===== src/rtl/rob_pkg.sv =====
// Shared types and constants for the multi-port reorder buffer.
package rob_pkg;

  localparam int unsigned ROB_DATA_W     = 16;
  localparam int unsigned ROB_REG_ADDR_W = 3;
  localparam int unsigned ROB_PC_W       = 16;
  localparam int unsigned ROB_EXC_W      = 2;

  localparam logic [ROB_EXC_W-1:0] EXC_NONE = '0;

  localparam logic ST_RUN   = 1'b0;
  localparam logic ST_FLUSH = 1'b1;

  typedef struct packed {
    logic                      alloc;
    logic                      done;
    logic                      we;
    logic [ROB_REG_ADDR_W-1:0] dest;
    logic [ROB_DATA_W-1:0]     data;
    logic [ROB_PC_W-1:0]       pc;
    logic [ROB_EXC_W-1:0]      exc;
  } rob_entry_t;

endpackage


===== src/rtl/rob_wb_arbiter.sv =====
// Per-slot selection of the write-back port; the lowest port index wins a tie.
module rob_wb_arbiter #(
  parameter int unsigned NUM_WB      = 2,
  parameter int unsigned NUM_ENTRIES = 8,
  parameter int unsigned LOG_ENTRIES = 3,
  parameter int unsigned PORT_W      = 1
) (
  input  logic [NUM_WB-1:0]                  wb_valid,
  input  logic [NUM_WB*LOG_ENTRIES-1:0]      wb_ticket,
  output logic [NUM_ENTRIES-1:0]             sel_valid,
  output logic [NUM_ENTRIES-1:0][PORT_W-1:0] sel_port
);

  // Scan from the highest port down so the lowest matching port is written last.
  always_comb begin
    sel_valid = '0;
    sel_port  = '0;
    for (int s = 0; s < NUM_ENTRIES; s++) begin
      for (int i = NUM_WB - 1; i >= 0; i--) begin
        if (wb_valid[i] && (wb_ticket[i*LOG_ENTRIES +: LOG_ENTRIES] == LOG_ENTRIES'(s))) begin
          sel_valid[s] = 1'b1;
          sel_port[s]  = PORT_W'(i);
        end
      end
    end
  end

endmodule


===== src/rtl/rob_multiport.sv =====
// Reorder buffer with NUM_WB write-back ports, in-order single retire,
// precise exception flush and two ticket-indexed bypass read ports.
module rob_multiport import rob_pkg::*; #(
  parameter int unsigned DATA_W      = ROB_DATA_W,
  parameter int unsigned REG_ADDR_W  = ROB_REG_ADDR_W,
  parameter int unsigned PC_W        = ROB_PC_W,
  parameter int unsigned EXC_W       = ROB_EXC_W,
  parameter int unsigned NUM_ENTRIES = 8,
  parameter int unsigned LOG_ENTRIES = 3,
  parameter int unsigned NUM_WB      = 2
) (
  input  logic                         clk,
  input  logic                         reset,
  input  logic                         alloc_valid,
  output logic                         alloc_ready,
  output logic [LOG_ENTRIES-1:0]       alloc_ticket,
  input  logic [NUM_WB-1:0]            wb_valid,
  input  logic [NUM_WB*LOG_ENTRIES-1:0] wb_ticket,
  input  logic [NUM_WB*DATA_W-1:0]     wb_data,
  input  logic [NUM_WB*REG_ADDR_W-1:0] wb_dest,
  input  logic [NUM_WB-1:0]            wb_we,
  input  logic [NUM_WB*PC_W-1:0]       wb_pc,
  input  logic [NUM_WB*EXC_W-1:0]      wb_exc,
  input  logic [LOG_ENTRIES-1:0]       rd_ticket_a,
  input  logic [LOG_ENTRIES-1:0]       rd_ticket_b,
  output logic                         rd_ready_a,
  output logic                         rd_ready_b,
  output logic [DATA_W-1:0]            rd_data_a,
  output logic [DATA_W-1:0]            rd_data_b,
  output logic                         commit_valid,
  output logic                         commit_we,
  output logic [REG_ADDR_W-1:0]        commit_dest,
  output logic [DATA_W-1:0]            commit_data,
  output logic                         exc_valid,
  output logic [PC_W-1:0]              exc_pc,
  output logic [EXC_W-1:0]             exc_vector,
  output logic                         flush,
  output logic                         empty,
  output logic                         full,
  output logic [LOG_ENTRIES:0]         count
);

  localparam int unsigned PORT_W = (NUM_WB > 1) ? $clog2(NUM_WB) : 1;
  localparam int unsigned CNT_W  = LOG_ENTRIES + 1;

  rob_entry_t                        entries [NUM_ENTRIES];
  rob_entry_t                        head_e;
  logic                              state, state_next;
  logic [LOG_ENTRIES-1:0]            head, tail;
  logic                              alloc_fire, retire, exc_take;
  logic [NUM_ENTRIES-1:0]            sel_valid;
  logic [NUM_ENTRIES-1:0][PORT_W-1:0] sel_port;

  logic                  port_we   [NUM_WB];
  logic [REG_ADDR_W-1:0] port_dest [NUM_WB];
  logic [DATA_W-1:0]     port_data [NUM_WB];
  logic [PC_W-1:0]       port_pc   [NUM_WB];
  logic [EXC_W-1:0]      port_exc  [NUM_WB];

  // Unpack the flattened write-back buses into per-port fields.
  always_comb begin
    for (int i = 0; i < NUM_WB; i++) begin
      port_we[i]   = wb_we[i];
      port_dest[i] = wb_dest[i*REG_ADDR_W +: REG_ADDR_W];
      port_data[i] = wb_data[i*DATA_W +: DATA_W];
      port_pc[i]   = wb_pc[i*PC_W +: PC_W];
      port_exc[i]  = wb_exc[i*EXC_W +: EXC_W];
    end
  end

  rob_wb_arbiter #(
    .NUM_WB      (NUM_WB),
    .NUM_ENTRIES (NUM_ENTRIES),
    .LOG_ENTRIES (LOG_ENTRIES),
    .PORT_W      (PORT_W)
  ) u_arb (
    .wb_valid  (wb_valid),
    .wb_ticket (wb_ticket),
    .sel_valid (sel_valid),
    .sel_port  (sel_port)
  );

  assign head_e       = entries[head];
  assign full         = (count == CNT_W'(NUM_ENTRIES));
  assign empty        = (count == '0);
  assign alloc_ready  = (state == ST_RUN) && !full;
  assign alloc_fire   = alloc_valid && alloc_ready;
  assign alloc_ticket = tail;
  assign retire       = (state == ST_RUN) && head_e.alloc && head_e.done && (head_e.exc == EXC_NONE);
  assign exc_take     = (state == ST_RUN) && head_e.alloc && head_e.done && (head_e.exc != EXC_NONE);

  assign rd_ready_a = entries[rd_ticket_a].alloc && entries[rd_ticket_a].done;
  assign rd_ready_b = entries[rd_ticket_b].alloc && entries[rd_ticket_b].done;
  assign rd_data_a  = entries[rd_ticket_a].data;
  assign rd_data_b  = entries[rd_ticket_b].data;

  always_ff @(posedge clk or posedge reset) begin
    if (reset) state <= ST_RUN;
    else       state <= state_next;
  end

  // FLUSH is a single dead cycle after an exception retires.
  always_comb begin
    state_next = state;
    case (state)
      ST_RUN:   if (exc_take) state_next = ST_FLUSH;
      ST_FLUSH: state_next = ST_RUN;
      default:  state_next = ST_RUN;
    endcase
  end

  // Entry storage: write-back first, then alloc and retire override their slots.
  always_ff @(posedge clk or posedge reset) begin
    if (reset) begin
      for (int s = 0; s < NUM_ENTRIES; s++) entries[s] <= '0;
    end else if (exc_take) begin
      for (int s = 0; s < NUM_ENTRIES; s++) begin
        entries[s].alloc <= 1'b0;
        entries[s].done  <= 1'b0;
      end
    end else begin
      for (int s = 0; s < NUM_ENTRIES; s++) begin
        if ((state == ST_RUN) && sel_valid[s] && entries[s].alloc &&
            !(alloc_fire && (tail == LOG_ENTRIES'(s)))) begin
          entries[s].done <= 1'b1;
          entries[s].we   <= port_we[sel_port[s]];
          entries[s].dest <= port_dest[sel_port[s]];
          entries[s].data <= port_data[sel_port[s]];
          entries[s].pc   <= port_pc[sel_port[s]];
          entries[s].exc  <= port_exc[sel_port[s]];
        end
      end
      if (alloc_fire) begin
        entries[tail].alloc <= 1'b1;
        entries[tail].done  <= 1'b0;
      end
      if (retire) begin
        entries[head].alloc <= 1'b0;
        entries[head].done  <= 1'b0;
      end
    end
  end

  always_ff @(posedge clk or posedge reset) begin
    if (reset) begin
      head  <= '0;
      tail  <= '0;
      count <= '0;
    end else if (exc_take) begin
      head  <= '0;
      tail  <= '0;
      count <= '0;
    end else begin
      if (alloc_fire) tail <= tail + LOG_ENTRIES'(1);
      if (retire)     head <= head + LOG_ENTRIES'(1);
      case ({alloc_fire, retire})
        2'b10:   count <= count + CNT_W'(1);
        2'b01:   count <= count - CNT_W'(1);
        default: count <= count;
      endcase
    end
  end

  // Registered retire and exception reporting.
  always_ff @(posedge clk or posedge reset) begin
    if (reset) begin
      commit_valid <= 1'b0;
      commit_we    <= 1'b0;
      commit_dest  <= '0;
      commit_data  <= '0;
      exc_valid    <= 1'b0;
      flush        <= 1'b0;
      exc_pc       <= '0;
      exc_vector   <= '0;
    end else begin
      commit_valid <= retire;
      commit_we    <= retire && head_e.we;
      if (retire) begin
        commit_dest <= head_e.dest;
        commit_data <= head_e.data;
      end
      exc_valid <= exc_take;
      flush     <= exc_take;
      if (exc_take) begin
        exc_pc     <= head_e.pc;
        exc_vector <= head_e.exc;
      end
    end
  end

endmodule

===== config.mk =====
export PLATFORM = sky130hd
export DESIGN_NAME = rob_multiport
export DESIGN_NICKNAME = d
export VERILOG_FILES = /design/src/rtl/rob_pkg.sv /design/src/rtl/rob_wb_arbiter.sv /design/src/rtl/rob_multiport.sv
export SDC_FILE = /design/constraint.sdc
export NUM_CORES = 1
export LEC_CHECK = 0
export CAP_MARGIN = 20
export CORE_ASPECT_RATIO = 1.4
export CORE_MARGIN = 10
export CORE_UTILIZATION = 64
export DETAILED_ROUTE_END_ITERATION = 8
export PLACE_DENSITY = 0.87
export SYNTH_ARGS = -nofsm -noshare
export SYNTH_HDL_FRONTEND = slang
export SYNTH_SLANG_ARGS = --single-unit

===== constraint.sdc =====
create_clock -name clk -period 27.4 [get_ports clk]
set_clock_uncertainty 0.2 [all_clocks]
set_input_delay 2.74 -clock clk [delete_from_list [all_inputs] [get_ports clk]]
set_output_delay 2.74 -clock clk [all_outputs]
set_load 0.005 [all_outputs]

==> reports/metrics.cfg <==
[timing]
setup_tns_ps=0
maxSlewViolCount=0
rsz0062_at_grt=no
min_period_ps=8002
fmax_mhz=125.0
period_share_pct=29.20
hold_violations=0
setup_ws_ps=19400
tightest_slew_ps=1247
whs_ps=273.6
relSlewSlack_pct=16.55
setup_viol=0

[outcome]
status=finished, final reports clean

[flow_run]
drv_cap=0

[die]
pin_count=178
die_h_um=239.1
start_util_pct=64.50
dieArea_um2=42210
die_x_um=176.5
core-area_um2=34030
std_cell_rows=80

[drt]
vias=18620
avgRoutedWirePerCell_um=25.31
via_per_inst=6.939
ant_nets=0
drc=0
first_pass_iters=6
drt_iter0_markers=2253
postRouteWirelength_mm=67.92

[critical_path]
reg2reg_slack_ps=21150
reg2reg_depth=7
path_max_fanout=19
timing.rr.start=head[2]
crit_path_start_kind=input port
endpoint_kind=primary output
critPathRequiredTime_ps=24460
crit_type=input port to primary output
arrival_ps=5060

[hold_path]
holdCritPathClass=flop to flop
hold_depth=2

[cts]
cts_root_buf=clkbuf_16
clk_latency_ps=550
cts_resized=0
cts.sinks=371
clk_path_buf_depth=3
postCtsSetupBuffers=0
cts-buffers-inserted=38
hold_buffers=0
clk_pin_slew_worst_paths_ps=60
cts.htree.levels=2
cts_tree=yes

[place]
hpwl_mm=41.07
dpl.cell_count=2602
io_buffer_count=177
gp_congestion=0.9518
dpl_cell_area_um2=23520
pre_cts_slack_ps=19420

[grt]
grt-ovfl-total=0
grtUsageTotal_pct=31.80
antenna_found_initial=8
grt_pass1_vias=19560
grt_pass1_wl_mm=106.7
grt_max_degree=96

[power_and_ir_drop]
switching_share_pct=39.24
power_frac_clock_pct=19.7
seqPwrFrac_pct=39.5
powerDensity_nw_per_um2=109.4
pwr-share-comb_pct=40.8
p_leak_nw=12.10
total_power_mw=2.726
p_int_mw=1.656
ir_worst_vdd_mv=0.08430
p_sw_mw=1.070

[cells_and_area]
syn_to_final_growth_pct=13.47
finalNonFillerCells=2684
layout_commonest_cell=dfrtp_1
design_area_um2=24910
multi_input_area_um2=11590
fin_nets=2299
fin_util_pct=73.19
seqCellArea_um2=9295
final_cell_mix=dfrtp_1 (368), nand2_1 (354), mux2i_1 (349), o21ai_0 (323), clkdlybuf4s50_1 (173)
nFillCells=2305
layout-drive-gt1-share_pct=12.31

[logic_synthesis]
ys.flop_type=dfrtp_1
ys_seq_area_share_pct=42.29
synth_seq_cells=371
async_flop_share_pct=100.0
syn_nets=2299
synth_area_um2=21950
ys_types=64
synth-warning-count=0
syn_area_per_cell_um2=9.992
syn_inst=2197
synth_edf_count=0

synth_stat cells (24+ instances only):
master    number  area share, %
a21oi_1       49            1.1
buf_1         87            1.5
mux2i_1      349             16
mux2_2        59            3.0
nor2_1        69            1.2
mux4_2        78            8.0
o21ai_0      323            7.4
nand2_1      357            6.1
a221oi_1      44            1.8
buf_4         24           0.82
clkbuf_1      91            1.6
buf_2         46            1.0
dfrtp_1      371             42
worst max-delay path by stage:
stage                   startpoint                         end  slack (ps)  cells past startpoint
floorplan                    reset  asynchronous set/reset pin       14160                      1
global placement    rd_ticket_b[2]                  rd_ready_b       19420                      5
detailed placement  rd_ticket_b[2]                  rd_ready_b       19420                      5
CTS                 rd_ticket_b[2]                  rd_ready_b       19420                      5
global route        rd_ticket_a[2]                  rd_ready_a       19380                      5
finish              rd_ticket_a[2]                  rd_ready_a       19400                      5
worst max-delay path, stage by stage:
cell,delay [ps]
clkdlybuf4s50_1,450
buf_4,340
mux4_2,540
o21ai_0,380
clkdlybuf4s50_1,590
power by group through the flow:
stage	combinational, mW	clock (mW)	sequential, mW
2_1_floorplan	0.761	0	0.965
4_1_cts	1.10	0.541	1.07
6_report	1.11	0.537	1.08
3_5_place_dp	1.09	0	1.07
3_3_place_gp	1.04	0	1.05
5_1_grt	1.21	0.561	1.10
final cells by class:
| cell class | instances | share of cell area (%) |
|---|---|---|
| multi-input cells | 1555 | 46.54 |
| well taps | 451 | 2.265 |
| inverters | 15 | 0.2562 |
| clock inverters | 12 | 0.5927 |
| clock buffers | 56 | 4.536 |
| repair buffers | 216 | 8.414 |
| diodes | 8 | 0.08037 |
| flip-flops and latches | 371 | 37.32 |
metal layers:
metal | track usage (%) | routed length, µm | part of all wire [%] | up-vias
met2 | 52.99 | 33410 | 49 | 1161
met5 | 0 | 27 | 0.040 | -
met1 | 36.10 | 23760 | 35 | 9167
met4 | 21.75 | 4426 | 6.5 | 4
met3 | 6.417 | 6300 | 9.3 | 363
li1 | - | - | - | 7928
kinds of logic (layout without fill, tap and decap cells):
logic type	Yosys count	count (layout)	share of synthesized area [%]
AO/OA/AOI/OAI	549	549	14.92
multiplexers	486	486	26.94
adder cells (fa/ha/maj)	9	9	0.5130
buffers and inverters	271	299	5.580
flip-flops	371	371	42.29
other	0	8	0
AND/OR/NAND/NOR	508	508	9.632
XOR/XNOR	3	3	0.1197
Note: power is estimated with default switching activity, not from simulation.
